`src/rtl/tia_hcount_pkg.sv`:
```
// Shared encodings for the TIA horizontal counter: phase names, LFSR step
// function and the polynomial codes of the NTSC decode boundaries.
package tia_hcount_pkg;

    typedef enum logic [1:0] {
        PH_PHI1 = 2'd0,
        PH_PRE2 = 2'd1,
        PH_PHI2 = 2'd2,
        PH_PRE1 = 2'd3
    } phase_e;

    localparam int STEPS_NTSC = 57;

    function automatic logic [5:0] lfsr_next(input logic [5:0] s);
        return {s[4:0], ~(s[5] ^ s[4])};
    endfunction

    // Polynomial code of step n, counting updates from the all-zero state.
    function automatic logic [5:0] lfsr_of_step(input int n);
        logic [5:0] s;
        s = 6'd0;
        for (int i = 0; i < n; i++) begin
            s = lfsr_next(s);
        end
        return s;
    endfunction

    localparam logic [5:0] LFSR_WRAP         = lfsr_of_step(STEPS_NTSC - 1);
    localparam logic [5:0] LFSR_HSYNC_START  = lfsr_of_step(4);
    localparam logic [5:0] LFSR_HSYNC_END    = lfsr_of_step(8);
    localparam logic [5:0] LFSR_BURST_START  = lfsr_of_step(9);
    localparam logic [5:0] LFSR_BURST_END    = lfsr_of_step(13);
    localparam logic [5:0] LFSR_HBLANK_END   = lfsr_of_step(17);

endpackage

```
`src/rtl/tia_horizontal_counter_phase_gen.sv`:
```
// Divide-by-4 of the colour clock into the two step enables.
module tia_phase_gen
    import tia_hcount_pkg::*;
(
    input  logic i_clk,
    input  logic i_rst_n,
    output logic o_phi1_en,
    output logic o_phi2_en,
    output logic o_phi2_next
);

    phase_e r_phase;

    always_ff @(posedge i_clk or negedge i_rst_n) begin
        if (!i_rst_n) begin
            r_phase <= PH_PHI1;
        end else begin
            r_phase <= phase_e'(r_phase + 2'd1);
        end
    end

    // phi1 is gated by reset so it stays low while the counter is held.
    assign o_phi1_en   = i_rst_n & (r_phase == PH_PHI1);
    assign o_phi2_en   = (r_phase == PH_PHI2);
    assign o_phi2_next = (r_phase == PH_PRE2);

endmodule

```
`src/rtl/tia_horizontal_counter.sv`:
```
// TIA horizontal sync counter: 57-state polynomial counter per line with
// HSYNC/HBLANK/colour-burst decode and RSYNC/WSYNC handling.
module tia_horizontal_counter
    import tia_hcount_pkg::*;
#(
    parameter int STEPS_PER_LINE = 57,
    parameter int HSYNC_START    = 4,
    parameter int HSYNC_END      = 8,
    parameter int BURST_START    = 9,
    parameter int BURST_END      = 13,
    parameter int HBLANK_END     = 17
) (
    input  logic       i_clk,
    input  logic       i_rst_n,
    input  logic       i_rsync,
    input  logic       i_wsync,
    output logic       o_phi1_en,
    output logic       o_phi2_en,
    output logic [5:0] o_lfsr,
    output logic       o_line_start,
    output logic       o_hsync,
    output logic       o_hblank,
    output logic       o_cburst,
    output logic       o_rdy
);

    localparam logic [5:0] L_WRAP   = lfsr_of_step(STEPS_PER_LINE - 1);
    localparam logic [5:0] L_HS_ON  = lfsr_of_step(HSYNC_START);
    localparam logic [5:0] L_HS_OFF = lfsr_of_step(HSYNC_END);
    localparam logic [5:0] L_CB_ON  = lfsr_of_step(BURST_START);
    localparam logic [5:0] L_CB_OFF = lfsr_of_step(BURST_END);
    localparam logic [5:0] L_HB_OFF = lfsr_of_step(HBLANK_END);

    logic       w_phi2_next;
    logic       w_load_zero;
    logic       w_line_start_nxt;
    logic [5:0] w_lfsr_nxt;

    logic [5:0] r_lfsr;
    logic       r_line_start;
    logic       r_hsync;
    logic       r_hblank;
    logic       r_cburst;
    logic       r_rdy;
    logic       r_rsync_pend;

    tia_phase_gen u_phase_gen (
        .i_clk       (i_clk),
        .i_rst_n     (i_rst_n),
        .o_phi1_en   (o_phi1_en),
        .o_phi2_en   (o_phi2_en),
        .o_phi2_next (w_phi2_next)
    );

    // The step update is registered on the edge that opens the phi2_en cycle,
    // so lfsr, decodes and line_start change together with phi2_en; strobes
    // present in the cycle before that edge act on it.
    assign w_load_zero      = r_rsync_pend | i_rsync | (r_lfsr == L_WRAP);
    assign w_lfsr_nxt       = w_load_zero ? 6'd0 : lfsr_next(r_lfsr);
    assign w_line_start_nxt = w_phi2_next & w_load_zero;

    always_ff @(posedge i_clk or negedge i_rst_n) begin
        if (!i_rst_n) begin
            r_lfsr       <= 6'd0;
            r_line_start <= 1'b0;
            r_hsync      <= 1'b0;
            r_hblank     <= 1'b1;
            r_cburst     <= 1'b0;
            r_rsync_pend <= 1'b0;
        end else begin
            r_line_start <= w_line_start_nxt;
            if (w_phi2_next) begin
                r_lfsr       <= w_lfsr_nxt;
                r_rsync_pend <= 1'b0;
                r_hsync      <= (w_lfsr_nxt == L_HS_ON) |
                                (r_hsync & ~w_load_zero & (w_lfsr_nxt != L_HS_OFF));
                r_cburst     <= (w_lfsr_nxt == L_CB_ON) |
                                (r_cburst & ~w_load_zero & (w_lfsr_nxt != L_CB_OFF));
                r_hblank     <= w_load_zero | (r_hblank & (w_lfsr_nxt != L_HB_OFF));
            end else if (i_rsync) begin
                r_rsync_pend <= 1'b1;
            end
        end
    end

    // A line start always releases the CPU, even against a same-cycle WSYNC.
    always_ff @(posedge i_clk or negedge i_rst_n) begin
        if (!i_rst_n) begin
            r_rdy <= 1'b1;
        end else if (w_line_start_nxt) begin
            r_rdy <= 1'b1;
        end else if (i_wsync) begin
            r_rdy <= 1'b0;
        end
    end

    assign o_lfsr       = r_lfsr;
    assign o_line_start = r_line_start;
    assign o_hsync      = r_hsync;
    assign o_hblank     = r_hblank;
    assign o_cburst     = r_cburst;
    assign o_rdy        = r_rdy;

endmodule
```
`config.mk`:
```
export PLATFORM = sky130hd
export DESIGN_NAME = tia_horizontal_counter
export DESIGN_NICKNAME = d
export VERILOG_FILES = /design/src/rtl/tia_hcount_pkg.sv /design/src/rtl/tia_horizontal_counter_phase_gen.sv /design/src/rtl/tia_horizontal_counter.sv
export SDC_FILE = /design/constraint.sdc
export NUM_CORES = 1
export LEC_CHECK = 0
export BUFFER_PORTS_ARGS = -buffer_cell sky130_fd_sc_hd__buf_2
export CAP_MARGIN = 10
export CORE_MARGIN = 2
export CORE_UTILIZATION = 54
export DETAILED_ROUTE_END_ITERATION = 16
export GPL_TIMING_DRIVEN = 0
export HOLD_SLACK_MARGIN = 0.02
export PLACE_DENSITY = 0.8
export SYNTH_ARGS = -nofsm -noshare
export SYNTH_HDL_FRONTEND = slang
export SYNTH_HIERARCHICAL = 1
export SYNTH_SLANG_ARGS = --single-unit
```
`constraint.sdc`:
```
create_clock -name i_clk -period 2.3 [get_ports i_clk]
set_input_delay 0.345 -clock i_clk [delete_from_list [all_inputs] [get_ports i_clk]]
set_output_delay 0.345 -clock i_clk [all_outputs]
set_load 0.02 [all_outputs]
```
-- After elaboration in Yosys (flattened, before gate mapping)
Index checks and enable logic that the tools add are counted.
- flip-flop bits (word level): 14
- bits in latches: 0
- memory bits (writable): 0
- memory bits (read-only): 0
- input port bits: 4
- output and inout port bits: 13
- logic and storage cells: 40
- memories: 0
- add/subtract/negate cells: 1
- multipliers: 0
- div/mod/pow operators: 0
- magnitude comparators: 0
- equal/unequal tests: 8
- shift operators: 0
- mux-type cells: 5
- bitwise gates (word level): 15
- reduce and logical (&&, ||, !) cells: 3
- operators by type and width (operator ; count):
    $eq A6 B4 Y1 const B ; 2
    $ne A6 B6 Y1 const B ; 2
    $and A1 B1 Y1 ; 7
    $eq A6 B6 Y1 const B ; 1
    $mux W6 ; 1
    $ne A6 B5 Y1 const B ; 1
    $or A1 B1 Y1 ; 5
    $mux W1 ; 4
    $reduce_bool A2 Y1 ; 2
    $add A2 B1 Y2 const B ; 1
    $eq A2 B1 Y1 const B ; 1
    $eq A2 B2 Y1 const B ; 1
    $logic_not A2 Y1 ; 1
    $not A1 Y1 ; 2
    $xor A1 B1 Y1 ; 1

-- Depth between registers and ports, before layout
Gate-level depths: netlist of the first run.
- word-level depth: 6
- depth in mapped cells: 6
- mapped depth without buffers: 5

-- Hierarchy
Netlist of the first run, hierarchy kept.
- modules (own cells, without submodules) (module ; times used ; cells each ; area each (um^2) ; sequential area each (um^2)):
    tia_horizontal_counter ; 1 ; 60 ; 633.1 ; 302.8
    tia_phase_gen ; 1 ; 8 ; 101.3 ; 50.0

-- Least setup slack after synthesis of the first run
OpenSTA, ideal clock, no wires.
- kind: register to register
- from: reg r_lfsr[4], in the netlist o_lfsr[4]
- to: reg r_hblank, in the netlist o_hblank
- library setup time: 0.082 ns
- arrival time: 1.447 ns
- data required time: 2.218 ns
- slack: 0.772 ns
- cell stages (with the launch flop): 6
- path buffers: 0
- clock period less this slack: 1.528 ns
- cell sequence: dfrtp_1 -> inv_1 -> ha_1 -> nor3b_1 -> nand3_1 -> o31a_1
- cells in the longest elaborated chain, start to end: 6
- elaborated cells on any way between the ends: 8
- those cells by class: eq/ne (2); mux (1); bitwise (5)
- RTL lines (item ; RTL line ; RTL):
    start: declaration ; tia_horizontal_counter.sv:39 ; logic [5:0] r_lfsr;
    start signal: assignment ; tia_horizontal_counter.sv:73 ; r_lfsr <= w_lfsr_nxt;
    $eq A6 B4 Y1 or $xor A1 B1 Y1 (tied branches) ; tia_horizontal_counter.sv:58, tia_hcount_pkg.sv:15 ;
    $or A1 B1 Y1 or $not A1 Y1 (tied branches) ; tia_horizontal_counter.sv:58, tia_hcount_pkg.sv:15 ;
    $mux W6 ; tia_horizontal_counter.sv:59 ; assign w_lfsr_nxt = w_load_zero ? 6'd0 : lfsr_next(r_lfsr);
    $ne A6 B5 Y1 ; tia_horizontal_counter.sv:79 ; r_hblank <= w_load_zero | (r_hblank & (w_lfsr_nxt != L_HB_OFF));
    $and A1 B1 Y1 ; tia_horizontal_counter.sv:79 ;
    $or A1 B1 Y1 (*) ; tia_horizontal_counter.sv:79 ;
    end signal: assignment ; tia_horizontal_counter.sv:79 ;
    end: declaration ; tia_horizontal_counter.sv:42 ; logic r_hblank;
Mark *: on every way between the ends. The rest lies on a longest branch, timed or not.
A chain may end at the register's enable or synchronous reset.

-- Worst setup path in the final report of the first run
- from: in i_rst_n
- to: out o_phi1_en
- cells in the longest elaborated chain, start to end: 1
- RTL lines (item ; RTL line ; RTL):
    start: declaration ; tia_horizontal_counter.sv:14 ; input logic i_rst_n,
    $and A1 B1 Y1 ; tia_horizontal_counter_phase_gen.sv:23 ; assign o_phi1_en = i_rst_n & (r_phase == PH_PHI1);
    end: declaration ; tia_horizontal_counter.sv:17 ; output logic o_phi1_en,
Every way passes these cells.

==> key figures, run 1 <==
Status
  • Run status: finished, final reports clean

Finish
  • Antenna diode count: 0
  • Share of layout cells above drive strength 1: 33.7%
  • Fin nets: 98
  • Area added between synthesis and finish: 19.8%
  • Core occupancy in the finished layout: 68.5%

Routing
  • Total wire length: 1410 um
  • Via total after detailed routing: 589
  • Remaining antenna violation count: 0
  • WL/cell: 13.6 um
  • Number of remaining DRC errors: 0
  • Number of optimization iterations in the first detailed-route pass: 4
  • Detailed-route vias per instance: 5.66
  • First DRT Iteration DRCs: 20

Yosys
  • Number of enable-type register cells in the synthesized netlist: 0
  • Cell type with the highest aggregate area in the netlist: sky130_fd_sc_hd__dfrtp_1
  • Synth Net Count: 76
  • Number of distinct library cell variants in the gate-level netlist after synthesis: 26
  • Yosys warning count: 6
  • Most numerous cell types in the synthesized netlist: sky130_fd_sc_hd__dfrtp_1, sky130_fd_sc_hd__inv_1, sky130_fd_sc_hd__nand2_1, sky130_fd_sc_hd__ha_1
  • Proportion of register bits with asynchronous set or reset after synthesis: 100%
  • Post-synthesis average cell area: 10.8 um^2
  • Share of the yosys chip area belonging to registers: 48.0%
  • Summed instance area of the synthesized netlist: 734 um^2
  • Post-synthesis instance total: 68
  • Most instantiated library cell after synthesis: sky130_fd_sc_hd__dfrtp_1
  • Dominant register cell in the synthesized netlist: sky130_fd_sc_hd__dfrtp_1
  • Synth top area cells: sky130_fd_sc_hd__dfrtp_1, sky130_fd_sc_hd__dfstp_2, sky130_fd_sc_hd__ha_1
  • Flops & latches, synth: 14
  • Top cell type's share of synthesized area: 40.9%

Worst setup path
  • Critical Path End Type: output pin
  • Worst Path Class, Setup: input port to output pin
  • Endpoint required time on the critical path: 1.96 ns
  • Top fanout value on the critical path: 15
  • Worst setup path startpoint: i_rst_n
  • Data arrival time of the critical path: 1.50 ns
  • Startpoint of the most critical register-to-register path: o_lfsr[4]
  • Critical Path Source Type: input port

STA
  • Timing-limited maximum frequency: 543 MHz
  • Number of failing setup endpoints in the final timing report: 0
  • Setup repair after global routing missed its margin: false
  • Final worst-path setup slack: 0.457 ns
  • Final sum of negative setup slack: 0 ns
  • Final clock period utilization by the worst path: 80.1%
  • Transition time at the pin with the least slew margin: 0.323 ns
  • Number of failing hold endpoints at the final stage: 0
  • Clock skew: 0.00108 ns
  • Headroom to the max-slew limit: 78.5%
  • Post-route minimum period: 1.84 ns
  • Count of pins over their slew limit: 0

Power
  • Maximum ir drop on the vdd rail: 325 uV
  • Power density normalized to cell area: 511 nW/um^2
  • Power Total: 0.449 mW
  • Static leakage power: 0.414 nW

Place
  • Setup Slack @ Placement: 0.782 ns
  • HPWL after DPL: 1010 um
  • IO buf count: 16
  • Routability cong.: 0.855

Die
  • Die area: 1670 um^2
  • Number of top-level pins: 17
  • Die span in x: 40.9 um
  • Placeable core region: 1280 um^2
  • Number of placement rows: 13
  • Die outline height: 40.9 um
  • Initial core utilization: 57.2%

Clock network
  • Htree depth: 1
  • CTS tree: yes
  • CTS max path bufs: 2
  • Total CTS buffers: 3
  • Number of clock sinks: 14
  • Source-to-sink clock delay at the later pin of the worst-skew pair: 0.28 ns
  • Post-CTS Setup Inserts: 0
  • Clock-pin slew of the registers on the worst-case setup and hold paths: 0.09 ns
  • Clock root buffer: sky130_fd_sc_hd__clkbuf_4

Global routing
  • Global-route wire length before repair: 2130 um
  • Overflow left after global routing: 0
  • Number of global-route vias before repair: 508
  • Maximum number of pins on one net before global-route repair: 16
  • Total track usage: 20.1%
  • Antenna violations before repair: 0

Flow run
  • Max-Cap Viols: 0

Worst hold path
  • Hold path start: i_rsync
  • Class of the worst hold path: input port to flip-flop
through the flow:
stage	hold WS, ns	cells	area (um^2)
after floorplan	0.0494	68	734
after global placement	0.255	99	833
after detailed placement	0.261	99	833
after CTS	0.304	104	880
after global routing	0.323	104	880
final	0.301	104	880
cell type report:
| cell class | instances | area [um^2] |
|---|---|---|
| fillers | 106 | 405 |
| flip-flops and latches | 14 | 353 |
| multi-input cells | 40 | 327 |
| repair buffers | 17 | 90.1 |
| inverters | 12 | 45.0 |
| clock buffers | 4 | 36.3 |
| well taps | 15 | 18.8 |
| plain buffers | 2 | 10.0 |
sequential cells by signal (all words and copies together) (netlist names):
name                 flops
o_cburst                 1
o_hblank                 1
o_hsync                  1
o_lfsr                   6
o_line_start             1
o_rdy                    1
r_rsync_pend             1
u_phase_gen/r_phase      2
critical path, stage by stage:
cell and delay (ns):
sky130_fd_sc_hd__dlygate4sd3_1 0.52, sky130_fd_sc_hd__buf_2 0.30, sky130_fd_sc_hd__and2_1 0.17, sky130_fd_sc_hd__buf_2 0.15
logic make-up (layout without fill, tap and decap cells):
logic type | Yosys count | after routing | synth area share (%)
AND/OR/NAND/NOR | 21 | 21 | 19.4
flip-flops | 14 | 14 | 48.0
adder cells (fa/ha/maj) | 4 | 4 | 6.81
buffers and inverters | 14 | 35 | 7.50
AO/OA/AOI/OAI | 15 | 15 | 18.2
power breakdown:
| part | internal, mW | total [mW] | switching [mW] |
|---|---|---|---|
| registers | 0.248 | 0.251 | 0.00216 |
| clock network | 0.0965 | 0.181 | 0.0848 |
| logic | 0.00621 | 0.0173 | 0.0111 |
| total | 0.351 | 0.449 | 0.0981 |
placed cells by master (no fill, tap or decap), types with 3 or more instances in the layout:
cell | synthesis | layout
sky130_fd_sc_hd__inv_1 | 11 | 11
sky130_fd_sc_hd__dfrtp_1 | 12 | 12
sky130_fd_sc_hd__ha_1 | 4 | 4
sky130_fd_sc_hd__buf_2 | 2 | 18
sky130_fd_sc_hd__o21ai_0 | 3 | 3
sky130_fd_sc_hd__o22ai_1 | 3 | 3
sky130_fd_sc_hd__clkbuf_4 | 0 | 3
sky130_fd_sc_hd__nand4_1 | 3 | 3
sky130_fd_sc_hd__nand2_1 | 5 | 5
final timing paths:
path / to / slack [ns] / cells after the start
max in group asynchronous: o_hblank / 1.54 / 2
min in group asynchronous: o_lfsr[0] / 0.47 / 2
hold / removal: o_lfsr[3] / 0.30 / 2
setup reg to reg: o_hblank / 0.75 / 5
setup / recovery: o_phi1_en / 0.46 / 4
hold reg to reg: u_phase_gen/r_phase[0] / 0.47 / 1
per-layer routing:
metal / wire, um / vias to the layer above / part of all wire, % / global-route usage [%]
met1: 615 / 274 / 44 / 25.0
met3: 89 / 5 / 6.3 / 3.26
met4: 25 / 0 / 1.8 / 10.0
met2: 679 / 28 / 48 / 33.2
li1: - / 282 / - / -
met5: 0 / - / 0 / 0
what timing repair did:
| item | 4_1_cts | 5_1_grt |
|---|---|---|
| gates resized for setup | 0 | 0 |
| hold buffers | 1 | 0 |
| endpoints found under the hold margin | 12 | 0 |
No activity file was read; power rests on OpenSTA's default activity.
==> run 2: changes to the inputs <==
Settings changed: CORE_UTILIZATION 54 to 45, PLACE_DENSITY 0.8 to 0.71.
Clock period 2.3 ns to 1.6 ns, I/O delays scaled along.
==> key figures, run 2 (synthesis results as in run 1) <==
Worst setup path
  • Worst setup path startpoint: o_lfsr[4]
  • Data arrival time of the critical path: 1.73 ns
  • Critical register-to-register path endpoint: o_hblank
  • Cells on worst reg2reg path: 5
  • Startpoint of the most critical register-to-register path: o_lfsr[4]
  • Endpoint required time on the critical path: 1.81 ns
  • Critical Path End Type: flip-flop
  • Top fanout value on the critical path: 7
  • Setup slack of the most critical reg-to-reg path: 0.08 ns
  • Worst Path Class, Setup: flip-flop to flip-flop
  • Critical Path Source Type: flip-flop

STA
  • Headroom to the max-slew limit: 64.0%
  • Setup repair after global routing missed its margin: false
  • Number of failing hold endpoints at the final stage: 0
  • Hold WS: 0.213 ns
  • Final sum of negative setup slack: 0 ns
  • Count of pins over their slew limit: 0
  • Clock skew: 0.00351 ns
  • Timing-limited maximum frequency: 657 MHz
  • Number of failing setup endpoints in the final timing report: 0
  • Transition time at the pin with the least slew margin: 0.540 ns
  • Post-route minimum period: 1.52 ns
  • Final clock period utilization by the worst path: 95.2%
  • Final worst-path setup slack: 0.0772 ns

Routing
  • Detailed-route vias per instance: 5.52
  • Remaining antenna violation count: 0
  • WL/cell: 13.9 um
  • Via total after detailed routing: 585
  • Number of optimization iterations in the first detailed-route pass: 4
  • Total wire length: 1470 um
  • First DRT Iteration DRCs: 7
  • Number of remaining DRC errors: 0

Clock network
  • Post-CTS Setup Inserts: 0
  • CTS max path bufs: 2
  • Htree depth: 1
  • Number of clock sinks: 14
  • Source-to-sink clock delay at the later pin of the worst-skew pair: 0.28 ns
  • Total CTS buffers: 3
  • CTS tree: yes
  • Clock-pin slew of the registers on the worst-case setup and hold paths: 0.08 ns
  • Clock root buffer: sky130_fd_sc_hd__clkbuf_4

Die
  • Die area: 1970 um^2
  • Number of top-level pins: 17
  • Die outline height: 44.4 um
  • Die span in x: 44.4 um
  • Number of placement rows: 14
  • Placeable core region: 1520 um^2
  • Initial core utilization: 48.2%

Finish
  • Leading cell types in the layout, fill and taps excluded: sky130_fd_sc_hd__buf_2, sky130_fd_sc_hd__inv_1, sky130_fd_sc_hd__dfrtp_1
  • Area added between synthesis and finish: 21.8%
  • Non-Filler Instances: 106
  • Share of layout cells above drive strength 1: 34.4%
  • Fin nets: 99
  • Commonest non-fill, non-tap cell in the layout: sky130_fd_sc_hd__buf_2
  • Fill cell count: 137
  • Antenna diode count: 0
  • Max reg flops: 6
  • Core occupancy in the finished layout: 58.7%
  • Fin area: 895 um^2

Power
  • Static leakage power: 0.425 nW
  • Part of the power in the clock network: 38.6%
  • Proportion of total power due to net switching: 19.7%
  • Sequential group share of total power: 57.1%
  • Power density normalized to cell area: 705 nW/um^2
  • Relative contribution of combinational cells to total power: 4.4%
  • Maximum ir drop on the vdd rail: 545 uV
  • Internal power of the cells: 0.506 mW
  • Power Total: 0.631 mW
  • Switching pwr: 0.125 mW

Place
  • HPWL after DPL: 1070 um
  • Routability cong.: 0.840
  • Setup Slack @ Placement: 0.0412 ns
  • IO buf count: 16
  • Cell Area, Placed: 835 um^2
  • Post-placement cell count: 100

Worst hold path
  • Worst Hold End: o_lfsr[3]
  • Cell depth of the worst hold path: 2
  • Class of the worst hold path: input port to flip-flop
  • Hold path start: i_rsync

Global routing
  • Overflow left after global routing: 0
  • Antenna violations before repair: 0
  • Number of global-route vias before repair: 546
  • Global-route wire length before repair: 2330 um
  • Total track usage: 16.9%
  • Maximum number of pins on one net before global-route repair: 13

Status
  • Run status: finished, final reports clean

Flow run
  • Max-Cap Viols: 0
==> run 2: power groups by stage <==
stage                     sequential, mW  clock (mW)  combinational (mW)
after floorplan                    0.369           0             0.00668
after global placement             0.367           0              0.0231
after detailed placement           0.367           0              0.0237
after CTS                          0.360       0.255              0.0279
after global routing               0.361       0.269              0.0308
final                              0.360       0.243              0.0275
==> run 2: worst max-delay path by stage <==
stage,to
after global placement,o_hblank
final,o_hblank
after detailed placement,o_hblank
after global routing,o_hblank
after CTS,o_hblank
after floorplan,o_hblank
==> run 2: cell type report <==
cell class	count	area, um^2	share of cell area [%]
Sequential cell	14	354	39.6
Multi-Input combinational cell	40	327	36.5
Timing Repair Buffer	18	103	11.5
Inverter	12	45.0	5.03
Clock buffer	4	36.3	4.06
Tap cell	16	20.0	2.24
Buffer	2	10.0	1.12
==> run 2: layer usage <==
layer,track usage (%),wire [um],vias to the layer above
met5,0,0,-
met4,3.64,0,0
met3,6.12,89,0
met2,28.2,720,20
met1,21.2,659,279
li1,-,-,286
==> run 2: timing repair <==
action | in CTS | in global routing
endpoints found under the setup margin | 0 | 3
hold buffers | 2 | 0
endpoints found under the hold margin | 12 | 0
resized for setup | 0 | 2
==> run 2: worst max-delay path, cell delays in order, from the launching register on <==
cell                      delay (ns)
sky130_fd_sc_hd__dfrtp_2        0.43
sky130_fd_sc_hd__inv_1          0.08
sky130_fd_sc_hd__ha_1           0.38
sky130_fd_sc_hd__nor3b_1        0.21
sky130_fd_sc_hd__nand3_1        0.10
sky130_fd_sc_hd__o31a_1         0.26
==> run 3: changes to the inputs <==
Settings changed: PLACE_DENSITY 0.71 to 0.78.
Clock period 1.6 ns to 1.34 ns, I/O delays scaled along.
==> key figures, run 3 (synthesis results as in run 1) <==
Routing
  • Number of optimization iterations in the first detailed-route pass: 4
  • Via total after detailed routing: 610
  • Detailed-route vias per instance: 5.50
  • Remaining antenna violation count: 0
  • First DRT Iteration DRCs: 5
  • WL/cell: 14.5 um
  • Number of remaining DRC errors: 0
  • Total wire length: 1610 um

Clock network
  • CTS max path bufs: 2
  • Source-to-sink clock delay at the later pin of the worst-skew pair: 0.28 ns
  • Clock-pin slew of the registers on the worst-case setup and hold paths: 0.08 ns
  • Number of clock sinks: 14
  • Total CTS buffers: 3
  • Htree depth: 1
  • Clock root buffer: sky130_fd_sc_hd__clkbuf_4
  • CTS tree: yes

STA
  • Number of failing setup endpoints in the final timing report: 0
  • Transition time at the pin with the least slew margin: 0.540 ns
  • Final worst-path setup slack: 0.0180 ns
  • Count of pins over their slew limit: 0
  • Headroom to the max-slew limit: 63.9%
  • Final sum of negative setup slack: 0 ns
  • Post-route minimum period: 1.32 ns
  • Clock skew: 0.00192 ns
  • Number of failing hold endpoints at the final stage: 0
  • Setup repair after global routing missed its margin: true
  • Final clock period utilization by the worst path: 98.7%
  • Timing-limited maximum frequency: 756 MHz

Place
  • Routability cong.: 0.803
  • IO buf count: 16
  • HPWL after DPL: 1040 um
  • Setup Slack @ Placement: -0.0254 ns

Global routing
  • Number of global-route vias before repair: 570
  • Overflow left after global routing: 0
  • Maximum number of pins on one net before global-route repair: 13
  • Global-route wire length before repair: 2570 um
  • Total track usage: 18.4%
  • Antenna violations before repair: 0

Power
  • Power Total: 0.718 mW
  • Maximum ir drop on the vdd rail: 503 uV
  • Power density normalized to cell area: 731 nW/um^2
  • Static leakage power: 0.445 nW

Die
  • Die area: 1970 um^2
  • Number of top-level pins: 17
  • Initial core utilization: 48.2%
  • Number of placement rows: 14
  • Die span in x: 44.4 um
  • Placeable core region: 1520 um^2
  • Die outline height: 44.4 um

Finish
  • Antenna diode count: 0
  • Fin nets: 104
  • Area added between synthesis and finish: 33.7%
  • Leading cell types in the layout, fill and taps excluded: sky130_fd_sc_hd__buf_2, sky130_fd_sc_hd__dfrtp_1, sky130_fd_sc_hd__inv_1
  • Share of layout cells above drive strength 1: 48.4%
  • Max reg flops: 6
  • Commonest non-fill, non-tap cell in the layout: sky130_fd_sc_hd__buf_2

Worst setup path
  • Endpoint required time on the critical path: 1.14 ns
  • Critical Path Source Type: flip-flop
  • Data arrival time of the critical path: 1.12 ns
  • Cell breakdown of the critical path: inv_2, ha_4, and2_4, buf_6
  • Critical Path End Type: output pin
  • Worst Path Class, Setup: flip-flop to output pin
  • Largest incremental delay on the critical path: 0.38 ns
  • Top fanout value on the critical path: 2
  • Library cell contributing the largest single delay on the critical path: sky130_fd_sc_hd__dfrtp_1

Status
  • Run status: finished, final reports clean

Worst hold path
  • Class of the worst hold path: input port to flip-flop

Flow run
  • Max-Cap Viols: 0
## run 3: layout make-up
type | instances | area [um^2]
Multi-Input combinational cell | 40 | 373
Inverter | 12 | 45.0
Tap cell | 16 | 20.0
Sequential cell | 14 | 355
Clock buffer | 4 | 26.3
Buffer | 2 | 18.8
Fill cell | 127 | 542
Timing Repair Buffer | 23 | 144
## run 3: layer usage
metal | track usage [%] | wire length (um) | vias to the layer above
li1 | - | - | 293
met1 | 26.2 | 765 | 292
met2 | 28.5 | 746 | 23
met3 | 2.45 | 77 | 2
met4 | 7.27 | 23 | 0
met5 | 0 | 0 | -
## run 3: worst max-delay path: cells and delay by family (launching register included)
kind | cells | cell delay [ns]
fa+ha+maj | 1 | 0.15
buf+inv | 2 | 0.18
flops | 1 | 0.38
simple gates | 1 | 0.13
## run 3: final timing paths
check                                       startpoint   endpoint  slack, ns  depth (start not counted)
worst max register to register               o_lfsr[4]    o_hsync       0.02                          5
worst min register to register            r_rsync_pend  o_lfsr[3]       0.58                          1
max in group asynchronous                      i_rst_n  o_lfsr[5]       0.50                          2
min in group asynchronous                      i_rst_n   o_cburst       0.46                          2
worst min-delay path                           i_rsync  o_lfsr[3]       0.19                          2
worst max-delay path            u_phase_gen/r_phase[1]  o_phi1_en       0.02                          4
## run 3: report_power, final
group / switching, mW / internal [mW] / total (mW)
combinational: 0.0210 / 0.0127 / 0.0337
sequential: 0.00431 / 0.426 / 0.431
clock: 0.138 / 0.116 / 0.253
## run 3: through the flow
step	hold slack, ns	instance area (um^2)	cells	utilization (%)
2_1_floorplan	-0.0946	749	68	-
3_3_place_gp	0.113	850	100	55.7
3_5_place_dp	0.117	850	100	55.7
4_1_cts	0.184	950	108	62.3
5_1_grt	0.204	982	111	64.4
6_report	0.193	982	111	64.4
## run 3: repair_timing
item,CTS,global route
pin swaps,1,5
endpoints found under the hold margin,12,0
setup endpoints to repair,4,12
gates resized for setup,11,4
hold buffers,2,0
setup buffers,2,3
